<file path="config.mk">
export PLATFORM = sky130hd
export DESIGN_NAME = rom_arbiter_flat
export DESIGN_NICKNAME = d
export VERILOG_FILES = /design/src/rtl/rom_arbiter_pkg.sv /design/src/rtl/rom_arbiter_if.sv /design/src/rtl/rr_priority_picker.sv /design/src/rtl/rom_arbiter.sv /design/src/flat_wrapper.sv
export SDC_FILE = /design/constraint.sdc
export NUM_CORES = 1
export LEC_CHECK = 0
export ABC_CLOCK_PERIOD_IN_PS = 2540
export CORE_MARGIN = 10
export CORE_UTILIZATION = 30
export CTS_BUF_LIST = sky130_fd_sc_hd__clkbuf_8
export CTS_CLUSTER_DIAMETER = 30
export DETAILED_ROUTE_END_ITERATION = 10
export PLACE_DENSITY_LB_ADDON = 0.3
export REMOVE_ABC_BUFFERS = 1
export SETUP_SLACK_MARGIN = 0.2
export SLEW_MARGIN = 20
export SYNTH_ARGS = -nofsm -noshare
export SYNTH_HDL_FRONTEND = slang
export SYNTH_SLANG_ARGS = --single-unit
</file>
<file path="constraint.sdc">
create_clock -name i_clk -period 2.54 [get_ports i_clk]
set_input_delay 0.508 -clock i_clk [delete_from_list [all_inputs] [get_ports i_clk]]
set_output_delay 0.508 -clock i_clk [all_outputs]
set_load 0.01 [all_outputs]
</file>
<file path="src/rtl/rom_arbiter_pkg.sv">
// Shared audio constants for the song ROM and its clients, plus small
// arbitration helpers reused by the ROM arbiter and later mixers.
package rom_arbiter_pkg;

    localparam int ROM_ADDR_WIDTH   = 8;
    localparam int ROM_DATA_WIDTH   = 16;
    localparam int ROM_READ_LATENCY = 1;
    localparam int NUM_VOICES       = 4;

    // Stage index of the output register: issue (0), ROM wait stage(s), output.
    localparam int PIPE_LAST = ROM_READ_LATENCY + 1;

    function automatic int wrap_inc(input int idx, input int n);
        return (idx == n - 1) ? 0 : idx + 1;
    endfunction

endpackage

</file>
<file path="src/rtl/rom_arbiter_if.sv">
// Client/ROM bus of the ROM arbiter: per-port requests and returns on one
// side, the shared synchronous ROM on the other.
interface rom_arbiter_if
    import rom_arbiter_pkg::*;
#(
    parameter int NUM_PORTS  = NUM_VOICES,
    parameter int ADDR_WIDTH = ROM_ADDR_WIDTH,
    parameter int DATA_WIDTH = ROM_DATA_WIDTH
);
    logic [NUM_PORTS-1:0]            i_req;
    logic [NUM_PORTS*ADDR_WIDTH-1:0] i_addr;
    logic [NUM_PORTS-1:0]            o_gnt;
    logic [NUM_PORTS-1:0]            o_valid;
    logic [DATA_WIDTH-1:0]           o_data;
    logic [ADDR_WIDTH-1:0]           o_rom_addr;
    logic [DATA_WIDTH-1:0]           i_rom_data;

    modport slave (
        input  i_req, i_addr, i_rom_data,
        output o_gnt, o_valid, o_data, o_rom_addr
    );

    modport master (
        output i_req, i_addr, i_rom_data,
        input  o_gnt, o_valid, o_data, o_rom_addr
    );

endinterface

</file>
<file path="src/rtl/rr_priority_picker.sv">
// Combinational round-robin picker: first eligible requester at or after
// rr_ptr, wrapping, returned as one-hot, index and an any flag.
module rr_priority_picker #(
    parameter int N     = 4,
    parameter int PTR_W = (N > 1) ? $clog2(N) : 1
) (
    input  logic [N-1:0]     eligible,
    input  logic [PTR_W-1:0] rr_ptr,
    output logic [N-1:0]     winner,
    output logic [PTR_W-1:0] winner_idx,
    output logic             any
);

    always_comb begin
        int k;
        k          = 0;
        winner     = '0;
        winner_idx = '0;
        any        = 1'b0;
        for (int i = 0; i < N; i++) begin
            k = int'(rr_ptr) + i;
            if (k >= N) k = k - N;
            if (!any && eligible[k]) begin
                any        = 1'b1;
                winner[k]  = 1'b1;
                winner_idx = PTR_W'(k);
            end
        end
    end

endmodule

</file>
<file path="src/rtl/rom_arbiter.sv">
// Round-robin arbiter sharing one synchronous song ROM among NUM_PORTS clients,
// one read issued per cycle and each word returned with a tagged valid pulse.
module rom_arbiter
    import rom_arbiter_pkg::*;
#(
    parameter int NUM_PORTS  = NUM_VOICES,
    parameter int ADDR_WIDTH = ROM_ADDR_WIDTH,
    parameter int DATA_WIDTH = ROM_DATA_WIDTH
) (
    input  logic        i_clk,
    input  logic        i_rst,
    rom_arbiter_if.slave bus
);

    localparam int PTR_W = $clog2(NUM_PORTS);

    logic [NUM_PORTS-1:0]                pending;
    logic [NUM_PORTS-1:0]                eligible;
    logic [NUM_PORTS-1:0]                win_oh;
    logic [PTR_W-1:0]                    win_idx;
    logic                                win_any;
    logic [PTR_W-1:0]                    rr_ptr;
    logic [PIPE_LAST:0]                  vld_pipe;
    logic [PIPE_LAST:0][NUM_PORTS-1:0]   tag_pipe;
    logic [ADDR_WIDTH-1:0]               rom_addr;
    logic [DATA_WIDTH-1:0]               data;
    logic [NUM_PORTS-1:0]                valid_now;

    // A port stays ineligible through its own valid cycle, so a request held
    // one cycle late by a registered client cannot cause a duplicate read.
    assign eligible  = bus.i_req & ~pending;
    assign valid_now = vld_pipe[PIPE_LAST] ? tag_pipe[PIPE_LAST] : '0;

    rr_priority_picker #(
        .N     (NUM_PORTS),
        .PTR_W (PTR_W)
    ) u_picker (
        .eligible   (eligible),
        .rr_ptr     (rr_ptr),
        .winner     (win_oh),
        .winner_idx (win_idx),
        .any        (win_any)
    );

    always_ff @(posedge i_clk) begin
        if (i_rst) begin
            vld_pipe <= '0;
            tag_pipe <= '0;
            rom_addr <= '0;
            data     <= '0;
            pending  <= '0;
            rr_ptr   <= '0;
        end else begin
            vld_pipe <= {vld_pipe[PIPE_LAST-1:0], win_any};
            tag_pipe <= {tag_pipe[PIPE_LAST-1:0], win_oh};
            rom_addr <= win_any ? bus.i_addr[win_idx*ADDR_WIDTH +: ADDR_WIDTH] : '0;
            if (vld_pipe[PIPE_LAST-1]) data <= bus.i_rom_data;
            pending  <= (pending | win_oh) & ~valid_now;
            if (win_any) rr_ptr <= PTR_W'(wrap_inc(int'(win_idx), NUM_PORTS));
        end
    end

    assign bus.o_gnt      = vld_pipe[0] ? tag_pipe[0] : '0;
    assign bus.o_valid    = valid_now;
    assign bus.o_data     = data;
    assign bus.o_rom_addr = rom_addr;

endmodule

</file>
<file path="src/flat_wrapper.sv">
// flat-port wrapper written by rule: the top's interface ports become plain ports
module rom_arbiter_flat import rom_arbiter_pkg::*;
#(
    parameter int NUM_PORTS  = NUM_VOICES,
    parameter int ADDR_WIDTH = ROM_ADDR_WIDTH,
    parameter int DATA_WIDTH = ROM_DATA_WIDTH
)
  (i_clk, i_rst, bus_i_req, bus_i_addr, bus_i_rom_data, bus_o_gnt, bus_o_valid, bus_o_data, bus_o_rom_addr);
  rom_arbiter_if #(.NUM_PORTS(NUM_PORTS), .ADDR_WIDTH(ADDR_WIDTH), .DATA_WIDTH(DATA_WIDTH)) bus_i ();
  input  logic i_clk;
  input  logic i_rst;
  input wire logic [$bits(bus_i.i_req)-1:0] bus_i_req;
  input wire logic [$bits(bus_i.i_addr)-1:0] bus_i_addr;
  input wire logic [$bits(bus_i.i_rom_data)-1:0] bus_i_rom_data;
  output wire logic [$bits(bus_i.o_gnt)-1:0] bus_o_gnt;
  output wire logic [$bits(bus_i.o_valid)-1:0] bus_o_valid;
  output wire logic [$bits(bus_i.o_data)-1:0] bus_o_data;
  output wire logic [$bits(bus_i.o_rom_addr)-1:0] bus_o_rom_addr;
  assign bus_i.i_req = bus_i_req;
  assign bus_i.i_addr = bus_i_addr;
  assign bus_i.i_rom_data = bus_i_rom_data;
  assign bus_o_gnt = bus_i.o_gnt;
  assign bus_o_valid = bus_i.o_valid;
  assign bus_o_data = bus_i.o_data;
  assign bus_o_rom_addr = bus_i.o_rom_addr;
  rom_arbiter #(.NUM_PORTS(NUM_PORTS), .ADDR_WIDTH(ADDR_WIDTH), .DATA_WIDTH(DATA_WIDTH)) u_core (.i_clk(i_clk), .i_rst(i_rst), .bus(bus_i));
endmodule
</file>
# Word level (Yosys, flattened, before mapping)
# Index checks and enable logic that the tools add are counted.
# Widths: inputs -> output; s select.
[op_classes]
add_sub_neg = 8
magnitude_cmp = 12
eq_ne = 1
shifts = 1
muxes = 39
bitwise_logic = 9
n_reduce_logical = 11
[op_table]
columns = ["operator", "count"]
rows = [
  ["$ge 32x1->1 const B", 4],
  ["$lt 32x4->1 const B", 4],
  ["$mux 32", 4],
  ["$shiftx 32x6->8", 1],
  ["$mux 4", 6],
  ["$mux 1", 16],
  ["$or 4x4->4", 4],
  ["$sub 3x3->4 const B", 3],
  ["$mux 2", 5],
  ["$ge 3x3->1 const B", 3],
  ["$and 4x4->4", 2],
  ["$bmux 1 s2", 4],
  ["$demux 1 s2", 4],
  ["$not 4->4", 2],
  ["$logic_and 1x1->1", 7],
  ["$add 2x2->3 const B", 2],
  ["$sub 2x3->4 const B", 1],
  ["$add 2x1->3 const B", 1],
  ["$ge 2x3->1 const B", 1],
  ["$logic_not 1->1", 3],
  ["$add 2x1->2 const B", 1],
  ["$eq 2x1->1 const B", 1],
  ["$reduce_or 2->1", 1],
  ["$not 1->1", 1],
]
[word_totals]
reg_bits = 45

# Longest topological paths before layout
# Gate-level depths: netlist of run 1.
[logic_depth]
ltp_word = 17
depth_mapped = 11
depth_no_buf = 8

# Cells and area by module
# A second synthesis of run 1 with hierarchy kept.
[hier_totals]
hier_cells = 201
hier_area_um2 = 2113.3
[modules_own_cells]
columns = ["mod", "n_inst", "cells_each", "area_per_inst_um2"]
rows = [
  ["rom_arbiter", 1, 153, 1652.8],
  ["rr_priority_picker", 1, 48, 460.4],
]

# Worst setup path after synthesis of run 1
# No wires, ideal clock.
[synth_timing]
kind = "register to register"
start = "register u_core.rr_ptr[0]"
end = "register u_core.rom_addr[0] (netlist: u_core.bus.o_rom_addr[0])"
t_arrival_ns = 2.567
t_required_ns = 2.454
path_slack_ns = -0.113
stages_incl_launch_ff = 10
path_buffers = 2
synth_period_minus_slack_ns = 2.653
path_cell_list = "dfxtp_1 > clkinv_1 > ha_1 > buf_4 > inv_2 > mux4_2 > a41oi_4 > o32ai_4 > buf_6 > a211oi_1"
[synth_between]
elab_chain_cells = 17
word_cells_on_any_way = 44
[synth_rtl]
columns = ["item", "line_no", "rtl"]
rows = [
  ["start, declared", "rom_arbiter.sv:22", "logic [PTR_W-1:0] rr_ptr;"],
  ["start signal, assigned", "rom_arbiter.sv:59", "if (win_any) rr_ptr <= PTR_W'(wrap_inc(int'(win_idx), NUM_PORTS));"],
  ["branches (longest 17 deep; another with $sub 3x3->4)", "n/a", ""],
  ["end signal, assigned", "rom_arbiter.sv:56", "rom_addr <= win_any ? bus.i_addr[win_idx*ADDR_WIDTH +: ADDR_WIDTH] : '0;"],
  ["end, declared", "rom_arbiter.sv:25", "logic [ADDR_WIDTH-1:0] rom_addr;"],
]
# Parallel ways; which one is timed is not known. The select of a mux whose other input is x is not followed.
# A chain may end at the register's enable or synchronous reset.

# Worst setup path in the final report of run 1
[layout_timing]
start = "register u_core.rr_ptr[0]"
end = "register u_core.rom_addr[7] (netlist: u_core.bus.o_rom_addr[7])"
# Same word-level chain as after synthesis.

==> key figures, run 1 <==
Setup path
  • Req. time, crit path: around 2.8 ns
  • Element type at the critical path end: flop
  • Worst path arrival time: about 2.5 ns
  • FF-to-FF Start: u_core.rr_ptr[0]
  • Crit path kind: reg2reg
  • Crit-path cells: inv_2 -> ha_4 -> inv_2 -> mux4_2 -> a41oi_4 -> o32ai_4 -> buf_4 -> a211oi_2
  • Worst r2r path cells: 8
  • Crit path launch: u_core.rr_ptr[0]
  • CP Max Fanout: 8
  • Crit-path slowest cell: mux4_2
  • Cell mode on critical path: inv_2
  • Worst R2R Setup Slack: between 0.2 and 0.3 ns
  • Largest stage delay, worst path: ~0.55 ns
  • Worst R2R End: u_core.bus.o_rom_addr[7]
  • Crit path launch type: flop

Status
  • Outcome: finished, final reports clean

Routing
  • Drt total wl: approximately 6.6 mm
  • # DRC: 0
  • Iter 0 DRT Violations: approximately 130
  • DR vias/cell: between 4 and 5
  • TritonRoute pass-1 iters: 4
  • Post-route ant nets: 0
  • Detailed-route via count: roughly 2.0k
  • Wire per inst: approximately 15 um

Floorplanning
  • Die X: ~110 um
  • Die Y: around 110 um
  • Core Area: about 7200 um^2
  • Starting utilization of the core area: 0.305
  • Row count: 31
  • I/O pins: between 80 and 90
  • Die ar.: ~11000 um^2

Layout
  • Final nets: between 300 and 400
  • FILL cells: 663
  • Most frequent cells in the layout: clkdlybuf4s50_1 (81), dfxtp_1 (43), buf_4 (27), mux2i_1 (25), nor2_1 (18)
  • Non-filler instance count after layout: between 400 and 500
  • # diodes: 0
  • P&R area growth vs syn: 61.8%
  • Final Core Density: 0.493
  • Layout cells sized above 1: 0.193
  • Most common cell after layout, fill and taps aside: clkdlybuf4s50_1

Global routing
  • Initial antenna violation count: 0
  • First-pass GRT wire length: 10.3 mm
  • Total congestion overflow: 0
  • Vias in the first global route: about 2.1k
  • Pin count of the biggest net entering global routing: 22
  • Total GRT Usage: 0.112

Timing
  • Min cycle time layout: around 2.3 ns
  • Setup violators final: 0
  • Worst slew pin tran: 0.938 ns
  • Rel. slew slack: 0.374
  • Final worst-path cycle share: 0.887
  • Hold Vio Cnt, Final: 0
  • Max Clock Freq: 444 MHz
  • Max-slew violations: 0
  • TNS Setup: 0 ns
  • RSZ-0062 raised after global routing: no
  • Final worst slack: between 0.2 and 0.3 ns
  • Clock Skews: between 0.006 and 0.007 ns

Yosys
  • Ys async rst share: 0
  • Post-synth top area cell: dfxtp_1
  • Post-synth EDFFs: 0
  • Ys Warns: 0
  • Seq/Total Area, Yosys: 0.412
  • Synth Area per Inst: 9.86 um^2
  • Register bit total from synthesis: 45
  • Cell Area, Synth: 2190 um^2
  • Main flop type after synthesis: dfxtp_1
  • Netlist cell types: 40
  • Top post-synthesis cells by area: dfxtp_1 (41%), mux2i_1 (11%), a211oi_1 (7.9%)
  • Area share of the largest cell type after synthesis: 0.412
  • Post-Syn Instances: 222

Power
  • Pwr dens: approximately 1100 nW/um^2
  • Leakage: about 1.4 nW
  • Cell Int Power: 2.31 mW
  • Comb pwr share: 0.593
  • Flop pwr share: 0.264
  • Clock power share: 0.143
  • Pwr Total: roughly 3.8 mW
  • Switching share of total power: 0.385
  • VDD IR-drop max: slightly below 500 uV
  • Psw: 1.45 mW

Clock tree
  • Clock slew at reported path FFs: roughly 0.090 ns
  • Clock Tree Root: clkbuf_8
  • Inserted Clock Buffers: 5
  • Clk_lat worst skew: approximately 0.29 ns
  • Clk buf depth: 2
  • Clock sinks: 45
  • H-tree Lvls: 2
  • CTS tree: done

Place
  • GP Congestion: roughly 0.86
  • Post-DP HPWL: roughly 5 mm
  • Post-Place Setup Slack: -0.188 ns
  • I/O Buffers: between 80 and 90
  • DP Cell Count: 417

Hold path
  • Worst hold stages: 1
  • Hold worst-path end: u_core.tag_pipe[10]
  • Min-Delay Path Class: reg2reg
  • Hold path start: u_core.tag_pipe[6]

Flow run
  • Maxcap violations: 0
## power groups by stage
stage / logic, mW / clock network (mW) / registers (mW)
floorplan: 1.04 / 0 / 1.05
global placement: 1.90 / 0 / 0.987
detailed placement: 1.93 / 0 / 0.992
CTS: 2.07 / 0.557 / 0.978
global route: 2.42 / 0.577 / 1.01
finish: 2.23 / 0.540 / 0.992
## layer usage
metal  vias to the layer above  part of all wire  global-route usage
met5                         -                 0                   0
met4                         0             0.013              0.0343
met3                         6             0.089              0.0487
met2                        71              0.48               0.183
met1                       941              0.42               0.129
li1                       1031                 -                   -
## worst max path at each step
stage                          endpoint  slack (ns)  cells past startpoint
3_5_place_dp   u_core.bus.o_rom_addr[6]       -0.19                      7
3_3_place_gp   u_core.bus.o_rom_addr[3]       -0.05                      7
2_1_floorplan  u_core.bus.o_rom_addr[0]       -0.44                      8
4_1_cts                u_core.rr_ptr[0]        0.22                      7
5_1_grt        u_core.bus.o_rom_addr[7]        0.20                      8
6_report       u_core.bus.o_rom_addr[7]        0.29                      8
## cells in the mapped netlist (all sizes together) (2+ instances only)
| master | instances |
|---|---|
| a211oi | 23 |
| a21oi | 9 |
| a222oi | 4 |
| and2 | 8 |
| and2b | 2 |
| and3 | 8 |
| buf | 6 |
| clkbuf | 7 |
| dfxtp | 45 |
| ha | 8 |
| inv | 4 |
| mux2i | 25 |
| mux4 | 2 |
| nand2 | 8 |
| nand2b | 4 |
| nand3 | 4 |
| nand4 | 6 |
| nor2 | 19 |
| nor2b | 14 |
| o211ai | 2 |
| o21ai | 4 |
## metrics by stage
stage                     cell area [um^2]  hold WS, ns
final                                 3540        0.446
after detailed placement              3270        0.423
after floorplan                       2120        0.414
after global placement                3270        0.422
after CTS                             3430        0.448
after global routing                  3540        0.464
## registers in the layout, summed over array words and instances, names as in the netlist
| signal | count |
|---|---|
| u_core.vld_pipe | 3 |
| u_core.bus.o_data | 16 |
| u_core.tag_pipe | 12 |
| u_core.bus.o_rom_addr | 8 |
| u_core.rr_ptr | 2 |
| u_core.pending | 4 |
## cell families (layout without fill, tap and decap cells)
| kind of cell | after synthesis | after routing | synth area share |
|---|---|---|---|
| and+or+nand+nor | 75 | 75 | 0.185 |
| AOI/OAI and AO/OA | 49 | 50 | 0.181 |
| DFF | 45 | 45 | 0.412 |
| muxes | 27 | 27 | 0.135 |
| buffers and inverters | 18 | 126 | 0.0417 |
| adders and majority gates | 8 | 8 | 0.0457 |
## worst max-delay path, delay by kind of cell (launching register included)
family,cells,cell delay [ns]
AOI/OAI and AO/OA,3,0.72
muxes,1,0.55
DFF,1,0.34
buffers and inverters,3,0.32
adders and majority gates,1,0.24
## area by class of cell
| class | count | area, um^2 | area share |
|---|---|---|---|
| clock inverters | 3 | 46.3 | 0.0131 |
| inverters | 5 | 18.8 | 0.00530 |
| well taps | 99 | 124 | 0.0350 |
| repair buffers | 113 | 1070 | 0.304 |
| flip-flops and latches | 45 | 903 | 0.255 |
| multi-input cells | 160 | 1310 | 0.369 |
| clock buffers | 5 | 68.8 | 0.0194 |
## timing repair
item	4_1_cts	5_1_grt
gates cloned	1	0
hold buffers	0	0
pin swaps	1	5
gates resized for setup	2	25
setup buffers	2	2
setup endpoints to repair	9	18
endpoints found under the hold margin	0	0
No activity file was read; power rests on OpenSTA's default activity.
==> inputs of run 2 (changes only) <==
CTS_CLUSTER_SIZE = 16   (was unset)
TNS_END_PERCENT = 1   (was unset)
==> results of run 2 <==
Same layout as run 1: the final DEF is identical, and so are final timing and power.
==> inputs of run 3 (changes only) <==
SETUP_SLACK_MARGIN = 0.5   (was 0.2)
==> key figures, run 3 (synthesized netlist as in run 1, its figures left out) <==
Setup path
  • Cell mode on critical path: a211oi_1
  • Crit-path slowest cell: mux4_2
  • Crit path launch type: flop
  • CP Max Fanout: 7 (-1)
  • Element type at the critical path end: flop
  • Largest stage delay, worst path: 0.53 ns (-0.02 ns)
  • Crit path kind: reg2reg
  • Req. time, crit path: 2.71 ns (-0.05 ns)
  • Worst path arrival time: 2.36 ns (-0.11 ns)
  • Crit-path cells: clkinv_2 -> ha_4 -> inv_4 -> mux4_2 -> a41oi_4 -> buf_6 -> o32ai_4 -> a211oi_1 -> a211oi_1

Global routing
  • Total congestion overflow: 0 (unchanged)
  • Pin count of the biggest net entering global routing: 22 (unchanged)
  • Vias in the first global route: 2202 (+3.1%)
  • Total GRT Usage: 0.116 (+0.00468)
  • Initial antenna violation count: 0 (unchanged)
  • First-pass GRT wire length: 10.7 mm (+4.2%)

Timing
  • RSZ-0062 raised after global routing: yes
  • Worst slew pin tran: 0.940 ns (+0.00119 ns)
  • Max-slew violations: 0 (unchanged)
  • Rel. slew slack: 0.373 (-0.000794)
  • Clock Skews: 0.00692 ns (+0.000561 ns)
  • Setup violators final: 0 (unchanged)
  • Hold Vio Cnt, Final: 0 (unchanged)
  • Max Clock Freq: 457 MHz (+3.0%)
  • Final worst-path cycle share: 0.861 (-0.0259)
  • Min cycle time layout: 2.19 ns (-0.0658 ns)

Routing
  • Post-route ant nets: 0 (unchanged)
  • # DRC: 0 (unchanged)
  • DR vias/cell: 4.76 (-0.11%)
  • Wire per inst: 15.5 um (+0.78%)
  • Drt total wl: 6.71 mm (+1.5%)
  • Iter 0 DRT Violations: 130 (-2.3%)
  • Detailed-route via count: 2061 (+0.59%)
  • TritonRoute pass-1 iters: 4 (unchanged)

Layout
  • Layout cells sized above 1: 0.198 (+0.00425)
  • Largest register FFs: 16 (unchanged)
  • Final nets: 395 (+0.77%)
  • Most common cell after layout, fill and taps aside: clkdlybuf4s50_1
  • Most frequent cells in the layout: clkdlybuf4s50_1 (81), dfxtp_1 (43), buf_4 (30), mux2i_1 (25), nor2_1 (18)
  • Non-filler instance count after layout: 433 (+0.70%)
  • Final Core Density: 0.496 (+0.00244)
  • # diodes: 0 (unchanged)
  • P&R area growth vs syn: 62.6%

Clock tree
  • Clock sinks: 45 (unchanged)
  • H-tree Lvls: 2 (unchanged)
  • CTS tree: done
  • Clk_lat worst skew: 0.29 ns (about the same)
  • Clock slew at reported path FFs: 0.09 ns (about the same)
  • Inserted Clock Buffers: 5 (unchanged)
  • CTS Hold Bufs: 0 (unchanged)
  • Clk buf depth: 2 (unchanged)
  • Clock Tree Root: clkbuf_8

Floorplanning
  • Die Y: 105 um (unchanged)
  • I/O pins: 86 (unchanged)
  • Core Area: 7180 um^2 (unchanged)
  • Starting utilization of the core area: 0.305 (unchanged)
  • Row count: 31 (unchanged)
  • Die ar.: 11100 um^2 (unchanged)
  • Die X: 105 um (unchanged)

Hold path
  • Min-Delay Path Class: reg2reg

Power
  • Leakage: 1.41 nW (-1.4%)
  • Pwr dens: 1080 nW/um^2 (+1.8%)
  • VDD IR-drop max: 473 uV (-3.8%)

Place
  • GP Congestion: 0.857 (unchanged)
  • I/O Buffers: 85 (unchanged)
  • Post-DP HPWL: 4.99 mm (unchanged)
  • DP Cell Count: 417 (unchanged)

Status
  • Outcome: finished, final reports clean

Flow run
  • Maxcap violations: 0 (unchanged)
## run 3: cell count changes in the layout (fill, tap and decap cells not counted), sizes merged
cell and change:
buf +3, clkinv +1, dlygate4sd2 +4, dlymetal6s2s -4, inv -1
## run 3: worst paths after layout
path	to	startpoint	depth (start not counted)	slack, ns
max reg2reg	u_core.bus.o_rom_addr[4]	u_core.rr_ptr[0]	9	0.35
min	u_core.tag_pipe[10]	u_core.tag_pipe[6]	1	0.45
min reg2reg	u_core.tag_pipe[10]	u_core.tag_pipe[6]	1	0.45
max	u_core.bus.o_rom_addr[4]	u_core.rr_ptr[0]	9	0.35
## run 3: final cells by class
| type | count | area [um^2] |
|---|---|---|
| clock inverters | 3 | 46.3 |
| inverters | 5 | 22.5 |
| multi-input cells | 160 | 1310 |
| well taps | 99 | 124 |
| clock buffers | 5 | 68.8 |
| flip-flops and latches | 45 | 903 |
| repair buffers | 116 | 1080 |
| fillers | 662 | 3620 |
## run 3: layer usage
layer	track usage	wire length [um]
met5	0	0
met4	0.0363	58
met3	0.0499	586
met2	0.190	3200
met1	0.135	2870
## run 3: through the flow
stage | area [um^2] | power (mW) | TNS, ns | hold slack [ns] | worst slack [ns]
2_1_floorplan | 2120 | 2.09 | -5.11 | 0.414 | -0.439
3_3_place_gp | 3270 | 2.89 | -0.313 | 0.422 | -0.0459
3_5_place_dp | 3270 | 2.92 | -1.32 | 0.423 | -0.188
4_1_cts | 3560 | 3.84 | 0 | 0.448 | 0.389
5_1_grt | 3560 | 4.11 | 0 | 0.464 | 0.278
6_report | 3560 | 3.85 | 0 | 0.446 | 0.353
## run 3: power breakdown
| part | switching, mW | internal [mW] | total, mW |
|---|---|---|---|
| combinational | 1.14 | 1.18 | 2.32 |
| clock | 0.245 | 0.294 | 0.539 |
| sequential | 0.0995 | 0.893 | 0.993 |
| total | 1.49 | 2.36 | 3.85 |
## run 3: critical path: cells and delay by family, from the launching register on
family	cells	cell delay, ns
AO/OA/AOI/OAI	4	0.68
multiplexers	1	0.53
flip-flops	1	0.34
buffers and inverters	3	0.28
adder cells (fa/ha/maj)	1	0.23
## run 3: timing repair
action | 4_1_cts | 5_1_grt
gates cloned | 1 | 0
pin swaps | 8 | 1
endpoints found under the setup margin | 18 | 18
resized for setup | 29 | 1
buffers inserted | 7 | 0
